**src/rtl/seq_divider32.sv**
```systemverilog
// seq_divider32: multi-cycle restoring integer divider, one quotient bit per clock.
// Companion to the ALU32 shift-add multiplier; shares its clock and reset.
// Optional build macro SIGNED_DIV_EN: two's-complement operands, with an extra
// FIX state that restores the result signs (truncation toward zero).
module seq_divider32 #(
    parameter int WIDTH = 32
) (
    input  logic             clk,
    input  logic             reset,
    input  logic             start,
    input  logic [WIDTH-1:0] a,
    input  logic [WIDTH-1:0] b,
    output logic             busy,
    output logic             done,
    output logic [WIDTH-1:0] quotient,
    output logic [WIDTH-1:0] remainder,
    output logic             div_zero
);

    localparam int CW = $clog2(WIDTH + 1);
    localparam logic [CW-1:0] LAST_STEP = CW'(WIDTH - 1);

`ifdef SIGNED_DIV_EN
    typedef enum logic [1:0] {IDLE = 2'd0, RUN = 2'd1, DONE = 2'd2, FIX = 2'd3} state_t;
`else
    typedef enum logic [1:0] {IDLE = 2'd0, RUN = 2'd1, DONE = 2'd2} state_t;
`endif

    state_t           state_q, state_d;
    logic [WIDTH-1:0] rem_q, rem_d;
    logic [WIDTH-1:0] quo_q, quo_d;
    logic [WIDTH-1:0] div_q, div_d;
    logic [CW-1:0]    count_q, count_d;
    logic             busy_q, busy_d;
    logic             done_q, done_d;
    logic             divZero_q, divZero_d;
    logic [WIDTH-1:0] quotient_q, quotient_d;
    logic [WIDTH-1:0] remainder_q, remainder_d;

    // The partial remainder is kept WIDTH bits wide: after each restoring step it
    // is strictly below the divisor, so only the shifted intermediate needs the
    // extra bit for the compare.
    logic [WIDTH:0]   shiftedRem;
    logic             canSub;
    logic [WIDTH-1:0] stepRem;
    logic [WIDTH-1:0] stepQuo;
    logic [WIDTH-1:0] magA;
    logic [WIDTH-1:0] magB;
    logic [WIDTH-1:0] zeroRem;

    assign shiftedRem = {rem_q, quo_q[WIDTH-1]};
    assign canSub     = (shiftedRem >= {1'b0, div_q});
    assign stepRem    = canSub ? (shiftedRem[WIDTH-1:0] - div_q) : shiftedRem[WIDTH-1:0];
    assign stepQuo    = {quo_q[WIDTH-2:0], canSub};

`ifdef SIGNED_DIV_EN
    logic [WIDTH-1:0] aRaw_q, aRaw_d;
    logic             negQuo_q, negQuo_d;
    logic             negRem_q, negRem_d;

    // Operands are divided as magnitudes; the most-negative value maps onto itself,
    // which read as unsigned is exactly its magnitude.
    assign magA    = a[WIDTH-1] ? -a : a;
    assign magB    = b[WIDTH-1] ? -b : b;
    assign zeroRem = aRaw_q;
`else
    assign magA    = a;
    assign magB    = b;
    // With no steps taken yet the working quotient still holds the dividend.
    assign zeroRem = quo_q;
`endif

    // Next-state and datapath decode for the IDLE/RUN/DONE(/FIX) sequence.
    always_comb begin
        state_d     = state_q;
        rem_d       = rem_q;
        quo_d       = quo_q;
        div_d       = div_q;
        count_d     = count_q;
        busy_d      = busy_q;
        done_d      = 1'b0;
        divZero_d   = 1'b0;
        quotient_d  = quotient_q;
        remainder_d = remainder_q;
`ifdef SIGNED_DIV_EN
        aRaw_d      = aRaw_q;
        negQuo_d    = negQuo_q;
        negRem_d    = negRem_q;
`endif
        case (state_q)
            IDLE, DONE: begin
                state_d = IDLE;
                if (start) begin
                    rem_d   = '0;
                    quo_d   = magA;
                    div_d   = magB;
                    count_d = '0;
                    busy_d  = 1'b1;
                    state_d = RUN;
`ifdef SIGNED_DIV_EN
                    aRaw_d   = a;
                    negQuo_d = a[WIDTH-1] ^ b[WIDTH-1];
                    negRem_d = a[WIDTH-1];
`endif
                end
            end
            RUN: begin
                if (div_q == '0) begin
                    state_d     = DONE;
                    busy_d      = 1'b0;
                    done_d      = 1'b1;
                    divZero_d   = 1'b1;
                    quotient_d  = '1;
                    remainder_d = zeroRem;
                end else begin
                    rem_d   = stepRem;
                    quo_d   = stepQuo;
                    count_d = count_q + CW'(1);
                    if (count_q == LAST_STEP) begin
`ifdef SIGNED_DIV_EN
                        state_d = FIX;
`else
                        state_d     = DONE;
                        busy_d      = 1'b0;
                        done_d      = 1'b1;
                        quotient_d  = stepQuo;
                        remainder_d = stepRem;
`endif
                    end
                end
            end
`ifdef SIGNED_DIV_EN
            FIX: begin
                state_d     = DONE;
                busy_d      = 1'b0;
                done_d      = 1'b1;
                quotient_d  = negQuo_q ? -quo_q : quo_q;
                remainder_d = negRem_q ? -rem_q : rem_q;
            end
`endif
            default: begin
                state_d = IDLE;
                busy_d  = 1'b0;
            end
        endcase
    end

    // State and working registers; reset aborts any division in flight.
    always_ff @(posedge clk or posedge reset) begin
        if (reset) begin
            state_q     <= IDLE;
            rem_q       <= '0;
            quo_q       <= '0;
            div_q       <= '0;
            count_q     <= '0;
            busy_q      <= 1'b0;
            done_q      <= 1'b0;
            divZero_q   <= 1'b0;
            quotient_q  <= '0;
            remainder_q <= '0;
`ifdef SIGNED_DIV_EN
            aRaw_q      <= '0;
            negQuo_q    <= 1'b0;
            negRem_q    <= 1'b0;
`endif
        end else begin
            state_q     <= state_d;
            rem_q       <= rem_d;
            quo_q       <= quo_d;
            div_q       <= div_d;
            count_q     <= count_d;
            busy_q      <= busy_d;
            done_q      <= done_d;
            divZero_q   <= divZero_d;
            quotient_q  <= quotient_d;
            remainder_q <= remainder_d;
`ifdef SIGNED_DIV_EN
            aRaw_q      <= aRaw_d;
            negQuo_q    <= negQuo_d;
            negRem_q    <= negRem_d;
`endif
        end
    end

    assign busy      = busy_q;
    assign done      = done_q;
    assign div_zero  = divZero_q;
    assign quotient  = quotient_q;
    assign remainder = remainder_q;

endmodule

```
**config.mk**
```make
export PLATFORM = sky130hd
export DESIGN_NAME = seq_divider32
export DESIGN_NICKNAME = d
export VERILOG_FILES = /design/src/rtl/seq_divider32.sv
export SDC_FILE = /design/constraint.sdc
export NUM_CORES = 1
export LEC_CHECK = 0
export BUFFER_PORTS_ARGS = -buffer_cell sky130_fd_sc_hd__buf_4
export CAP_MARGIN = 20
export CORE_UTILIZATION = 28
export CTS_CLUSTER_DIAMETER = 60
export CTS_CLUSTER_SIZE = 30
export DETAILED_ROUTE_END_ITERATION = 10
export HOLD_SLACK_MARGIN = 0.02
export PLACE_DENSITY = 0.52
export RECOVER_POWER = 25
export SYNTH_ARGS = -nofsm -noshare
export SYNTH_HDL_FRONTEND = slang
export SYNTH_SLANG_ARGS = --single-unit
```
**constraint.sdc**
```tcl
create_clock -name clk -period 5.8 [get_ports clk]
set_input_delay 0.87 -clock clk [delete_from_list [all_inputs] [get_ports clk]]
set_output_delay 0.87 -clock clk [all_outputs]
set_load 0.02 [all_outputs]
```
* Word-level counts from Yosys, hierarchy flattened
Cells that the tools add are included.
** Storage, ports and cells
- ROM bits :: 0
- Register bits after elaboration :: 171
- Input port bits :: 67
- Memories :: 0
- Word-level logic and storage cells :: 55
- Output and inout port bits :: 67
- Memory bits (writable) :: 0
- Bits in latches :: 0
** Cells by class
- Reduce and logical (&&, ||, !) cells :: 9
- Multiplexer cells :: 27
- Bitwise gates (word level) :: 0
- Magnitude comparators :: 1
- $add $sub $neg :: 2
- Eq/ne operators :: 6
- Div/mod/pow operators :: 0
- Shift-type cells :: 0
- Multipliers :: 0
** Operator list (number)
- 32-bit 2-to-1 mux :: 9
- 32-bit case mux with 2 select lines :: 2
- 33-bit by 32-bit greater-or-equal comparator with 1-bit output :: 1
- 32-bit logical NOT :: 1
- 32-bit subtractor :: 1
- 6-bit 2-to-1 mux :: 2
- 6-bit case mux with 2 select lines :: 1
- 1-bit 2-to-1 mux :: 9
- 6-bit by 1-bit adder with 6-bit output (second input constant) :: 1
- 6-bit by 5-bit equality test with 1-bit output (second input constant) :: 1
- 2-bit AND reduction :: 3
- 2-bit 2-to-1 mux :: 2
- 2-bit != test (second input constant) :: 2
- 2-bit case mux with 2 select lines :: 1
- 2-bit nonzero test :: 2
- 3-bit != test (second input constant) :: 1
- 3-bit AND reduction :: 1
- 2-bit by 1-bit equality test with 1-bit output (second input constant) :: 1
- 2-bit equality test (second input constant) :: 1
- 2-bit logical NOT :: 1
- 1-bit case mux with 2 select lines :: 1
- 2-bit OR reduction :: 1

* Logic depth before layout (Yosys ltp)
Gate-level depths: netlist of the first run.
- Word-level depth :: 4
- Mapped depth :: 13
- Gate-level depth less buffers :: 12

* Worst setup path after synthesis of the first run
Ideal clock, no wire load.
- Path type :: reg-to-reg
- Start :: reg quo_q[31]
- End :: reg remainder_q[28], in the netlist remainder[28]
- Path buffers :: 0
- Arrival time :: 2523 ps
- Setup slack :: 3144 ps
- Required time :: 5668 ps
- Period minus slack after synthesis :: 2656 ps
- Stages on the path, launching flop included :: 13
- Library setup time :: 132 ps
- Path through :: dfrtp_1 > inv_1 > ha_1 > inv_1 > fa_1 > a21o_1 > a221oi_1 > or3_1 > o21bai_1 > a2111oi_1 > xnor2_1 > mux2i_1 > o21ai_1
** Between the ends
- Longest elaborated chain between the ends :: 4
- Elaborated cells between the ends (all ways) :: 5
- Those cells by class :: add/sub (1); order compare (1); mux (3)
** RTL lines
- start, declared :: RTL line 31 : logic [WIDTH-1:0] quo_q, quo_d;
- start signal, assigned :: RTL line 169 : quo_q <= quo_d;
- 32-bit subtractor or 33-bit by 32-bit greater-or-equal comparator with 1-bit output (tied branches) :: RTL line 53, 52
- 32-bit 2-to-1 mux (*) :: RTL line 53 : assign stepRem = canSub ? (shiftedRem[WIDTH-1:0] - div_q) : shiftedRem[WIDTH-1:0];
- 32-bit 2-to-1 mux (*) :: RTL line 119 : if (count_q == LAST_STEP) begin
- 32-bit 2-to-1 mux (*) :: RTL line 108 : if (div_q == '0) begin
- end signal, assigned :: RTL line 176 : remainder_q <= remainder_d;
- end, declared :: RTL line 38 : logic [WIDTH-1:0] remainder_q, remainder_d;
Mark *: on every way between the ends. The rest lies on a longest branch, timed or not. The select of a mux whose other input is x is not followed.
A chain may end at the register's enable or synchronous reset.

* Worst setup path after layout of the first run
- Start :: reg div_q[18]
- End :: reg quo_q[1]
** Between the ends
- Longest elaborated chain between the ends :: 3
** RTL lines
- start, declared :: RTL line 32 : logic [WIDTH-1:0] div_q, div_d;
- start signal, assigned :: RTL line 170 : div_q <= div_d;
- 32-bit logical NOT :: RTL line 108
- 2-bit != test (no line)
- 3-bit AND reduction (no line)
Every way passes these cells.

==> flow_metrics.env, run 1 <==
export IMPL_status="complete, but fails checks"
export IMPL_violations="max-capacitance violations, max-slew violations"
export IMPL_rows=65
export IMPL_grt_pass1_wl_mm=45.5
export IMPL_crit_family="simple AND/OR/NAND/NOR gates"
export IMPL_rsz0062_at_grt="no"
export IMPL_die_x_um=183
export IMPL_cp_num_buf_inv=1
export IMPL_coreArea_um2=31900
export IMPL_insertion_delay_ps=440
export IMPL_tightest_slew_ps=3080
export IMPL_drive_gt1_share_pct=17.4
export IMPL_crit_type="flop to flop"
export IMPL_cts_tree="built"
export IMPL_syn_nets=1059
export IMPL_fin_setup_tns_ps=0
export IMPL_cp_slowest_cell="nor4_1"
export IMPL_wire_per_inst_um=19.1
export IMPL_pin_count=134
export IMPL_cap_violations=2
export IMPL_first_pass_iters=5
export IMPL_portBuffers=133
export IMPL_holdWs_ps=496
export IMPL_die_area_um2=33500
export IMPL_hold_path_class="flop to flop"
export IMPL_ys_types=67
export IMPL_start_util_pct=28.8
export IMPL_antennaDiodeCount=0
export IMPL_syn_area_um2=9180
export IMPL_grt_ovfl_total=0
export IMPL_ys_ff_latch=171
export IMPL_root_buffer="clkbuf_16"
export IMPL_period_minus_slack_ps=3440
export IMPL_cp_required_ps=6100
export IMPL_yosysSeqAreaShare_pct=46.6
export IMPL_dp_hpwl_mm=21.5
export IMPL_drc=0
export IMPL_worst_setup_path_start_kind="flop"
export IMPL_ctsResizeCount=0
export IMPL_cpPeakStageDelay_ps=570
export IMPL_crit_arrival_ps=3740
export IMPL_grt_util_all_layers_pct=17.6
export IMPL_clock_fmax_mhz=291
export IMPL_via_per_inst=5.02
export IMPL_cts_buffers_inserted=17
export IMPL_max_slew_margin_pct=-106
export IMPL_netlist_instances=958
export IMPL_gp_congestion=0.882
export IMPL_synth_edff_count=0
export IMPL_cp_max_fo=53
export IMPL_synthToLayoutAreaGrowth_pct=21.2
export IMPL_wirelength_mm=28.7
export IMPL_antenna_found_initial=0
export IMPL_hold_violations=0
export IMPL_synth_avg_cell_area_um2=9.58
export IMPL_async_flop_share_pct=100
export IMPL_end_kind="flop"
export IMPL_crit_chain="nor4_1, nand4_1, or2_1, and2_1, nor2_4, buf_4, o21ai_0"
export IMPL_num_vias=7541
export IMPL_finalSetupViolCount=0
export IMPL_ant_nets=0
export IMPL_clock_sinks=171
export IMPL_grt_pass1_vias=7763
export IMPL_clk_pin_slew_ps=80
export IMPL_grt_max_degree=70
export IMPL_htreeDepth=4
export IMPL_fin_crit_sh_pct=59.3
export IMPL_maxSlewViolCount=136
export IMPL_post_cts_buffers=0
export IMPL_ys_flop_type="dfrtp_1"
export IMPL_cts_hold_buffers=0
export IMPL_finClkSkew_ps=16.7
export IMPL_cts_buffer_depth=2
export IMPL_die_h_um=183
export IMPL_yosysWarnings=0
export IMPL_drt_initial_drc_count=485
export IMPL_nNetsFinal=1156
[routing by layer]
metal | GRT usage (%) | up-vias | part of all wire (%) | wire length (um)
met3 | 2.80 | 27 | 3.7 | 1060
met1 | 23.5 | 3709 | 45 | 13000
li1 | - | 3657 | - | -
met5 | 0 | - | 0 | 0
met4 | 4.90 | 0 | 1.6 | 467
met2 | 29.5 | 148 | 50 | 14200
[cell usage after synthesis (5+ instances only)]
library cell | count | area share, %
a22oi_1 | 21 | 1.7
xnor2_1 | 21 | 2.0
a211oi_1 | 7 | 0.57
a21oi_1 | 42 | 2.3
nor3_1 | 9 | 0.49
ha_1 | 33 | 4.5
buf_2 | 16 | 0.87
o21ai_1 | 59 | 3.2
a31oi_1 | 9 | 0.61
mux2i_1 | 58 | 6.3
nor4_1 | 12 | 0.82
o31ai_1 | 5 | 0.41
dfrtp_1 | 171 | 47
nor2_1 | 24 | 0.98
nand2_1 | 106 | 4.3
nand3_1 | 34 | 1.9
clkbuf_1 | 41 | 1.7
nand4_1 | 16 | 1.1
o22a_1 | 31 | 3.0
inv_1 | 42 | 1.7
a21o_1 | 13 | 1.1
o21a_1 | 6 | 0.49
o21ai_0 | 85 | 4.6
and3_1 | 7 | 0.48
xor2_1 | 9 | 0.86
nand2b_1 | 5 | 0.34
[layout make-up]
type,instances,area [um2]
clock buffer,17,425
clock inverter,15,201
fill,3356,20800
inverter,42,159
multi-input combinational,678,4440
sequential,171,4280
tap,435,544
timing repair buffer,145,1070
[sequential cells by signal, summed over array words and instances, names as in the netlist]
name,count
count_q,6
div_zero,1
quo_q,32
busy,1
div_q,32
remainder,32
rem_q,32
done,1
quotient,32
state_q,2
[path summary, 6_finish.rpt]
check	startpoint	end	slack, ps	cells after the start
max	div_q[18]	quo_q[1]	2360	7
min	quo_q[31]	quo_q[31]	500	2
max reg2reg	div_q[18]	quo_q[1]	2360	7
min reg2reg	quo_q[31]	quo_q[31]	500	2
max in group asynchronous	reset	div_q[15]	2680	3
min in group asynchronous	reset	quotient[26]	1310	2
[layout by cell type, fill, tap and decap left out, types with 5 or more instances in the layout]
cell       synthesis  final
a31oi_1            9      9
xnor2_1           21     21
buf_4              1    139
clkinv_8           0      6
o21ai_1           59     59
nor2_1            24     24
mux2i_1           58     58
inv_1             42     41
a21o_1            13     13
a22oi_1           21     21
o22a_1            31     31
and3_1             7      7
clkbuf_16          0     17
dfrtp_1          171    171
a21oi_1           42     42
clkbuf_1          41      5
nor3_1             9      9
nand4_1           16     16
xor2_1             9      9
nand2_1          106    106
a211oi_1           7      7
o21a_1             6      6
o31ai_1            5      5
nor4_1            12     12
ha_1              33     33
o21ai_0           85     85
nand3_1           34     34
nand2b_1           5      5
[kinds of logic (layout without fill, tap and decap cells)]
kind of cell,count (synthesis),count (layout),share of synthesized area (%)
compound gates,312,312,21.5
simple gates,243,243,12.7
flops,171,171,46.6
buf+inv,109,219,5.17
mux,59,59,6.49
fa+ha+maj,34,34,4.72
xor+xnor,30,30,2.86
[worst reg2reg max path: stages (launching register included)]
cell	delay, ps
dfrtp_1	380
nor4_1	570
nand4_1	350
or2_1	480
and2_1	320
nor2_4	490
buf_4	520
o21ai_0	200
[through the flow]
stage          util, %  instance area [um2]  instances  setup WS (ps)
3_5_place_dp      33.0                10500       1471           2410
3_3_place_gp      33.0                10500       1471           2370
4_1_cts           35.0                11200       1503           2370
5_1_grt           34.9                11100       1503           1950
2_1_floorplan        -                 9180        958            298
6_report          34.9                11100       1503           2360
Power of run 1 is left out: the tool's default activity adds up to more than one toggle a clock period on the data nets, which glitch-free logic cannot reach.
==> run 2: changes to the inputs <==
--- a/config.mk
+++ b/config.mk
@@ -12,7 +12,7 @@
 export CTS_CLUSTER_SIZE = 30
 export DETAILED_ROUTE_END_ITERATION = 10
 export HOLD_SLACK_MARGIN = 0.02
-export PLACE_DENSITY = 0.52
+export PLACE_DENSITY = 0.5
 export RECOVER_POWER = 25
 export SYNTH_ARGS = -nofsm -noshare
 export SYNTH_HDL_FRONTEND = slang
==> constraint.sdc (replaced) <==
create_clock -name clk -period 3.55 [get_ports clk]
set_input_delay 0.5325 -clock clk [delete_from_list [all_inputs] [get_ports clk]]
set_output_delay 0.5325 -clock clk [all_outputs]
set_load 0.02 [all_outputs]
==> run 2 against run 1 <==
Against the previous run: the run still ends with max-capacitance violations, max-slew violations left; die area is the same; first-iteration DRC count down 20%; wire length grew 0.69%; maximum frequency rose by 3.4%; cell count increased by 1.4%; utilization increased by 0.55 points; final area increased by 1.6%.
==> flow_metrics.env, run 2 (synthesis gave the netlist of run 1 again) <==
export IMPL_drt_initial_drc_count=386
export IMPL_rsz0062_at_grt="no"
export IMPL_htreeDepth=4
export IMPL_clk_pin_slew_ps=70
export IMPL_cp_num_buf_inv=1
export IMPL_portBuffers=133
export IMPL_dpl_cell_area_um2=10700
export IMPL_hold_path_class="primary input to flop"
export IMPL_post_cts_buffers=0
export IMPL_cts_buffer_depth=2
export IMPL_rows=65
export IMPL_first_pass_iters=5
export IMPL_dp_hpwl_mm=21.7
export IMPL_finalInstanceArea_um2=11300
export IMPL_cpPeakStageDelay_ps=490
export IMPL_period_minus_slack_ps=3330
export IMPL_coreArea_um2=31900
export IMPL_ctsResizeCount=0
export IMPL_cap_violations=2
export IMPL_crit_family="compound AO/OA/AOI/OAI gates"
export IMPL_insertion_delay_ps=440
export IMPL_synthToLayoutAreaGrowth_pct=23.1
export IMPL_tightest_slew_ps=2590
export IMPL_die_x_um=183
export IMPL_max_slew_margin_pct=-72.5
export IMPL_hold_violations=0
export IMPL_clock_fmax_mhz=300
export IMPL_cts_hold_buffers=0
export IMPL_grt_pass1_vias=7705
export IMPL_finClkSkew_ps=13.1
export IMPL_cts_tree="built"
export IMPL_grt_ovfl_total=0
export IMPL_status="complete, but fails checks"
export IMPL_finalSetupViolCount=0
export IMPL_pin_count=134
export IMPL_wire_per_inst_um=19.0
export IMPL_whs_endpoint="div_q[6]"
export IMPL_cp_max_fo=11
export IMPL_fin_crit_sh_pct=93.8
export IMPL_most_common_layout_cells="dfrtp_1, buf_4, nand2_1"
export IMPL_r2r_start="rem_q[17]"
export IMPL_drive_gt1_share_pct=19.5
export IMPL_min_from="b[6]"
export IMPL_root_buffer="clkbuf_16"
export IMPL_dr_wl_met3_mm=1.34
export IMPL_crit_chain="ha_1, nand3_1, nor2_1, a2111oi_4, o41ai_2, nor2_4, o21ai_4, buf_4, mux2i_1, o21ai_1"
export IMPL_worst_setup_path_start_kind="flop"
export IMPL_num_vias=7633
export IMPL_wirelength_mm=28.9
export IMPL_gp_congestion=0.864
export IMPL_end_kind="flop"
export IMPL_grt_max_degree=102
export IMPL_reg2reg_to="rem_q[28]"
export IMPL_drc=0
export IMPL_crit_arrival_ps=3630
export IMPL_drt_met1_wl_mm=12.8
export IMPL_reg2reg_slack_ps=220
export IMPL_rr_worst_depth=10
export IMPL_highest_layer="met4"
export IMPL_min_path_cells=3
export IMPL_grt_pass1_wl_mm=45.5
export IMPL_ant_nets=0
export IMPL_die_h_um=183
export IMPL_nFillCells=3329
export IMPL_cts_buffers_inserted=17
export IMPL_final_common_cell="dfrtp_1"
export IMPL_fin_setup_tns_ps=0
export IMPL_start_util_pct=28.8
export IMPL_via_per_inst=5.01
export IMPL_die_area_um2=33500
export IMPL_crit_type="flop to flop"
export IMPL_maxSlewViolCount=173
export IMPL_wl_met2_mm=13.9
export IMPL_nNetsFinal=1177
export IMPL_antenna_found_initial=0
export IMPL_clock_sinks=171
export IMPL_antennaDiodeCount=0
export IMPL_grt_util_all_layers_pct=17.8
export IMPL_violations="max-capacitance violations, max-slew violations"
export IMPL_cp_slowest_cell="ha_1"
export IMPL_cp_required_ps=3850
==> run 2: cell count changes in the layout (fill, tap and decap cells not counted), sizes merged <==
| cell | delta |
|---|---|
| inv | +3 |
| clkinvlp | -1 |
| clkbuf | -1 |
| bufinv | -1 |
| buf | +24 |
| clkinv | -3 |
==> run 2: per-layer routing <==
metal  GRT usage [%]  up-vias
met2            29.0      183
met3            3.38       40
met5               0        -
met4            6.93        0
met1            23.3     3712
li1                -     3698
==> run 2: final cells by class <==
type	instances	area (um2)	share of cell area, %
clock inverters	13	141	1.25
flip-flops and latches	171	4280	37.9
inverters	42	159	1.41
clock buffers	19	443	3.92
well taps	435	544	4.82
multi-input cells	678	4450	39.4
repair buffers	166	1280	11.3
==> run 2: how the worst max path moves through the flow <==
stage / slack [ps] / cells after the start / to / start
after floorplan: 830 / 1 / busy / reset
after global placement: 250 / 12 / rem_q[28] / quo_q[31]
after detailed placement: 200 / 10 / rem_q[28] / rem_q[17]
after CTS: 210 / 10 / rem_q[28] / rem_q[17]
after global routing: 10 / 12 / rem_q[28] / div_q[24]
final: 220 / 10 / rem_q[28] / rem_q[17]
==> run 2: per-stage QoR <==
stage | instances | util (%) | hold slack, ps | setup slack (ps)
after floorplan | 958 | - | 450 | 835
after global placement | 1492 | 33.7 | 476 | 252
after detailed placement | 1492 | 33.7 | 479 | 198
after CTS | 1524 | 35.5 | 272 | 210
after global routing | 1524 | 35.4 | 285 | 11.4
final | 1524 | 35.4 | 297 | 220
==> run 2: worst min-delay path, delay by kind of cell <==
| kind | cells | cell delay, ps |
|---|---|---|
| and+or+nand+nor | 1 | 30 |
| buffers and inverters | 1 | 70 |
| AOI/OAI and AO/OA | 1 | 50 |
Power of run 2 is left out for the same reason.
==> run 3: changes to the inputs <==
--- a/config.mk
+++ b/config.mk
@@ -11,9 +11,11 @@
 export CTS_CLUSTER_DIAMETER = 60
 export CTS_CLUSTER_SIZE = 30
 export DETAILED_ROUTE_END_ITERATION = 10
+export GPL_TIMING_DRIVEN = 0
 export HOLD_SLACK_MARGIN = 0.02
 export PLACE_DENSITY = 0.5
 export RECOVER_POWER = 25
 export SYNTH_ARGS = -nofsm -noshare
 export SYNTH_HDL_FRONTEND = slang
 export SYNTH_SLANG_ARGS = --single-unit
+export TNS_END_PERCENT = 100
==> run 3 against run 2 <==
Against the previous run: the flow still finishes with violations (max-capacitance violations, max-slew violations); wire length grew 2.6%; global-route usage grew 0.40 points; cell count grew 2.6%; die area is the same; final area grew 0.95%; non-clock buffer count grew 39; critical endpoint is now remainder[28].
==> flow_metrics.env, run 3 (synthesis gave the netlist of run 1 again) <==
export IMPL_grt_max_degree=34
export IMPL_finClkSkew_ps=17.0
export IMPL_status="complete, but fails checks"
export IMPL_clock_fmax_mhz=309
export IMPL_ant_nets=0
export IMPL_cpPeakStageDelay_ps=560
export IMPL_cp_slowest_cell="a2111oi_1"
export IMPL_min_path_cells=3
export IMPL_synthToLayoutAreaGrowth_pct=24.3
export IMPL_post_cts_buffers=0
export IMPL_rsz0062_at_grt="no"
export IMPL_gp_congestion=0.869
export IMPL_cts_buffers_inserted=17
export IMPL_grt_ovfl_total=0
export IMPL_antenna_found_initial=0
export IMPL_end_kind="flop"
export IMPL_die_x_um=183
export IMPL_fin_crit_sh_pct=91.0
export IMPL_die_area_um2=33500
export IMPL_tightest_slew_ps=1510
export IMPL_hold_violations=0
export IMPL_ctsResizeCount=0
export IMPL_coreArea_um2=31900
export IMPL_cts_buffer_depth=2
export IMPL_cap_violations=1
export IMPL_dp_hpwl_mm=23.4
export IMPL_drc=0
export IMPL_crit_arrival_ps=3530
export IMPL_cp_required_ps=3850
export IMPL_cpMostUsedCell="inv_1"
export IMPL_most_common_layout_cells="dfrtp_1, buf_4, nand2_1"
export IMPL_rows=65
export IMPL_maxSlewViolCount=24
export IMPL_num_vias=7851
export IMPL_drive_gt1_share_pct=17.9
export IMPL_wl_met2_mm=14.4
export IMPL_antennaDiodeCount=0
export IMPL_start_util_pct=28.8
export IMPL_highest_layer="met4"
export IMPL_grt_util_all_layers_pct=18.2
export IMPL_crit_family="compound AO/OA/AOI/OAI gates"
export IMPL_max_slew_margin_pct=-0.425
export IMPL_reg2reg_slack_ps=320
export IMPL_dr_wl_met3_mm=1.11
export IMPL_cts_tree="built"
export IMPL_cp_num_buf_inv=2
export IMPL_finalSetupViolCount=0
export IMPL_r2r_start="quo_q[31]"
export IMPL_first_pass_iters=5
export IMPL_clk_pin_slew_ps=80
export IMPL_cp_max_fo=4
export IMPL_worst_slack_ps=318
export IMPL_drt_initial_drc_count=475
export IMPL_cts_hold_buffers=0
export IMPL_post_place_ws_ps=338
export IMPL_final_common_cell="dfrtp_1"
export IMPL_period_minus_slack_ps=3230
export IMPL_via_per_inst=5.02
export IMPL_nNetsFinal=1216
export IMPL_hold_path_class="primary input to flop"
export IMPL_rr_worst_depth=12
export IMPL_drt_met1_wl_mm=13.6
export IMPL_reg2reg_to="remainder[28]"
export IMPL_wire_per_inst_um=19.0
export IMPL_worst_setup_path_start_kind="flop"
export IMPL_whs_endpoint="div_q[21]"
export IMPL_portBuffers=133
export IMPL_htreeDepth=4
export IMPL_crit_type="flop to flop"
export IMPL_die_h_um=183
export IMPL_clock_sinks=171
export IMPL_grt_pass1_vias=7824
export IMPL_min_from="b[21]"
export IMPL_wirelength_mm=29.7
export IMPL_insertion_delay_ps=440
export IMPL_crit_chain="inv_1, ha_1, inv_1, fa_1, a21o_1, a221oi_1, or3_1, o21bai_1, a2111oi_1, xnor2_1, mux2i_1, o21ai_1"
export IMPL_grt_pass1_wl_mm=46.7
export IMPL_utilization_pct=35.8
export IMPL_pin_count=134
export IMPL_violations="max-capacitance violations, max-slew violations"
export IMPL_root_buffer="clkbuf_16"
run 3: cell count changes in the layout (fill, tap and decap cells not counted), sizes merged:
| cell | delta |
|---|---|
| clkinv | +2 |
| buf | -1 |
| inv | -1 |
| clkbuf | +39 |
run 3: stage by stage:
| step | hold slack, ps | instances | setup TNS [ps] | cell area (um2) |
|---|---|---|---|---|
| global placement | 469 | 1526 | -74600 | 10700 |
| detailed placement | 480 | 1531 | 0 | 10800 |
| global route | 302 | 1563 | 0 | 11400 |
| CTS | 181 | 1563 | 0 | 11400 |
| floorplan | 450 | 958 | 0 | 9180 |
| finish | 294 | 1563 | 0 | 11400 |
run 3: how the worst max path moves through the flow:
| stage | startpoint | endpoint | depth (start not counted) |
|---|---|---|---|
| 2_1_floorplan | reset | busy | 1 |
| 3_3_place_gp | reset | done | 2 |
| 3_5_place_dp | quo_q[31] | rem_q[28] | 12 |
| 4_1_cts | quo_q[31] | rem_q[28] | 12 |
| 5_1_grt | reset | quo_q[13] | 7 |
| 6_report | quo_q[31] | remainder[28] | 12 |
run 3: layout make-up:
class	count	area [um2]
fillers	3333	20500
repair buffers	138	1080
clock buffers	18	429
plain buffers	67	317
inverters	42	159
well taps	435	544
flip-flops and latches	171	4280
clock inverters	14	170
multi-input cells	678	4420
run 3: worst reg2reg max path, delay by kind of cell, from the launching register on:
family          cells  cell delay, ps
mux                 1             220
buf+inv             2             210
simple gates        1             270
flops               1             380
fa+ha+maj           2             610
compound gates      5            1270
xor+xnor            1             140
run 3: per-layer routing:
metal	global-route usage, %	vias up
li1	-	3778
met1	24.9	3884
met2	29.7	160
met3	2.58	29
met4	5.63	0
met5	0	-
Power of run 3 is left out for the same reason.
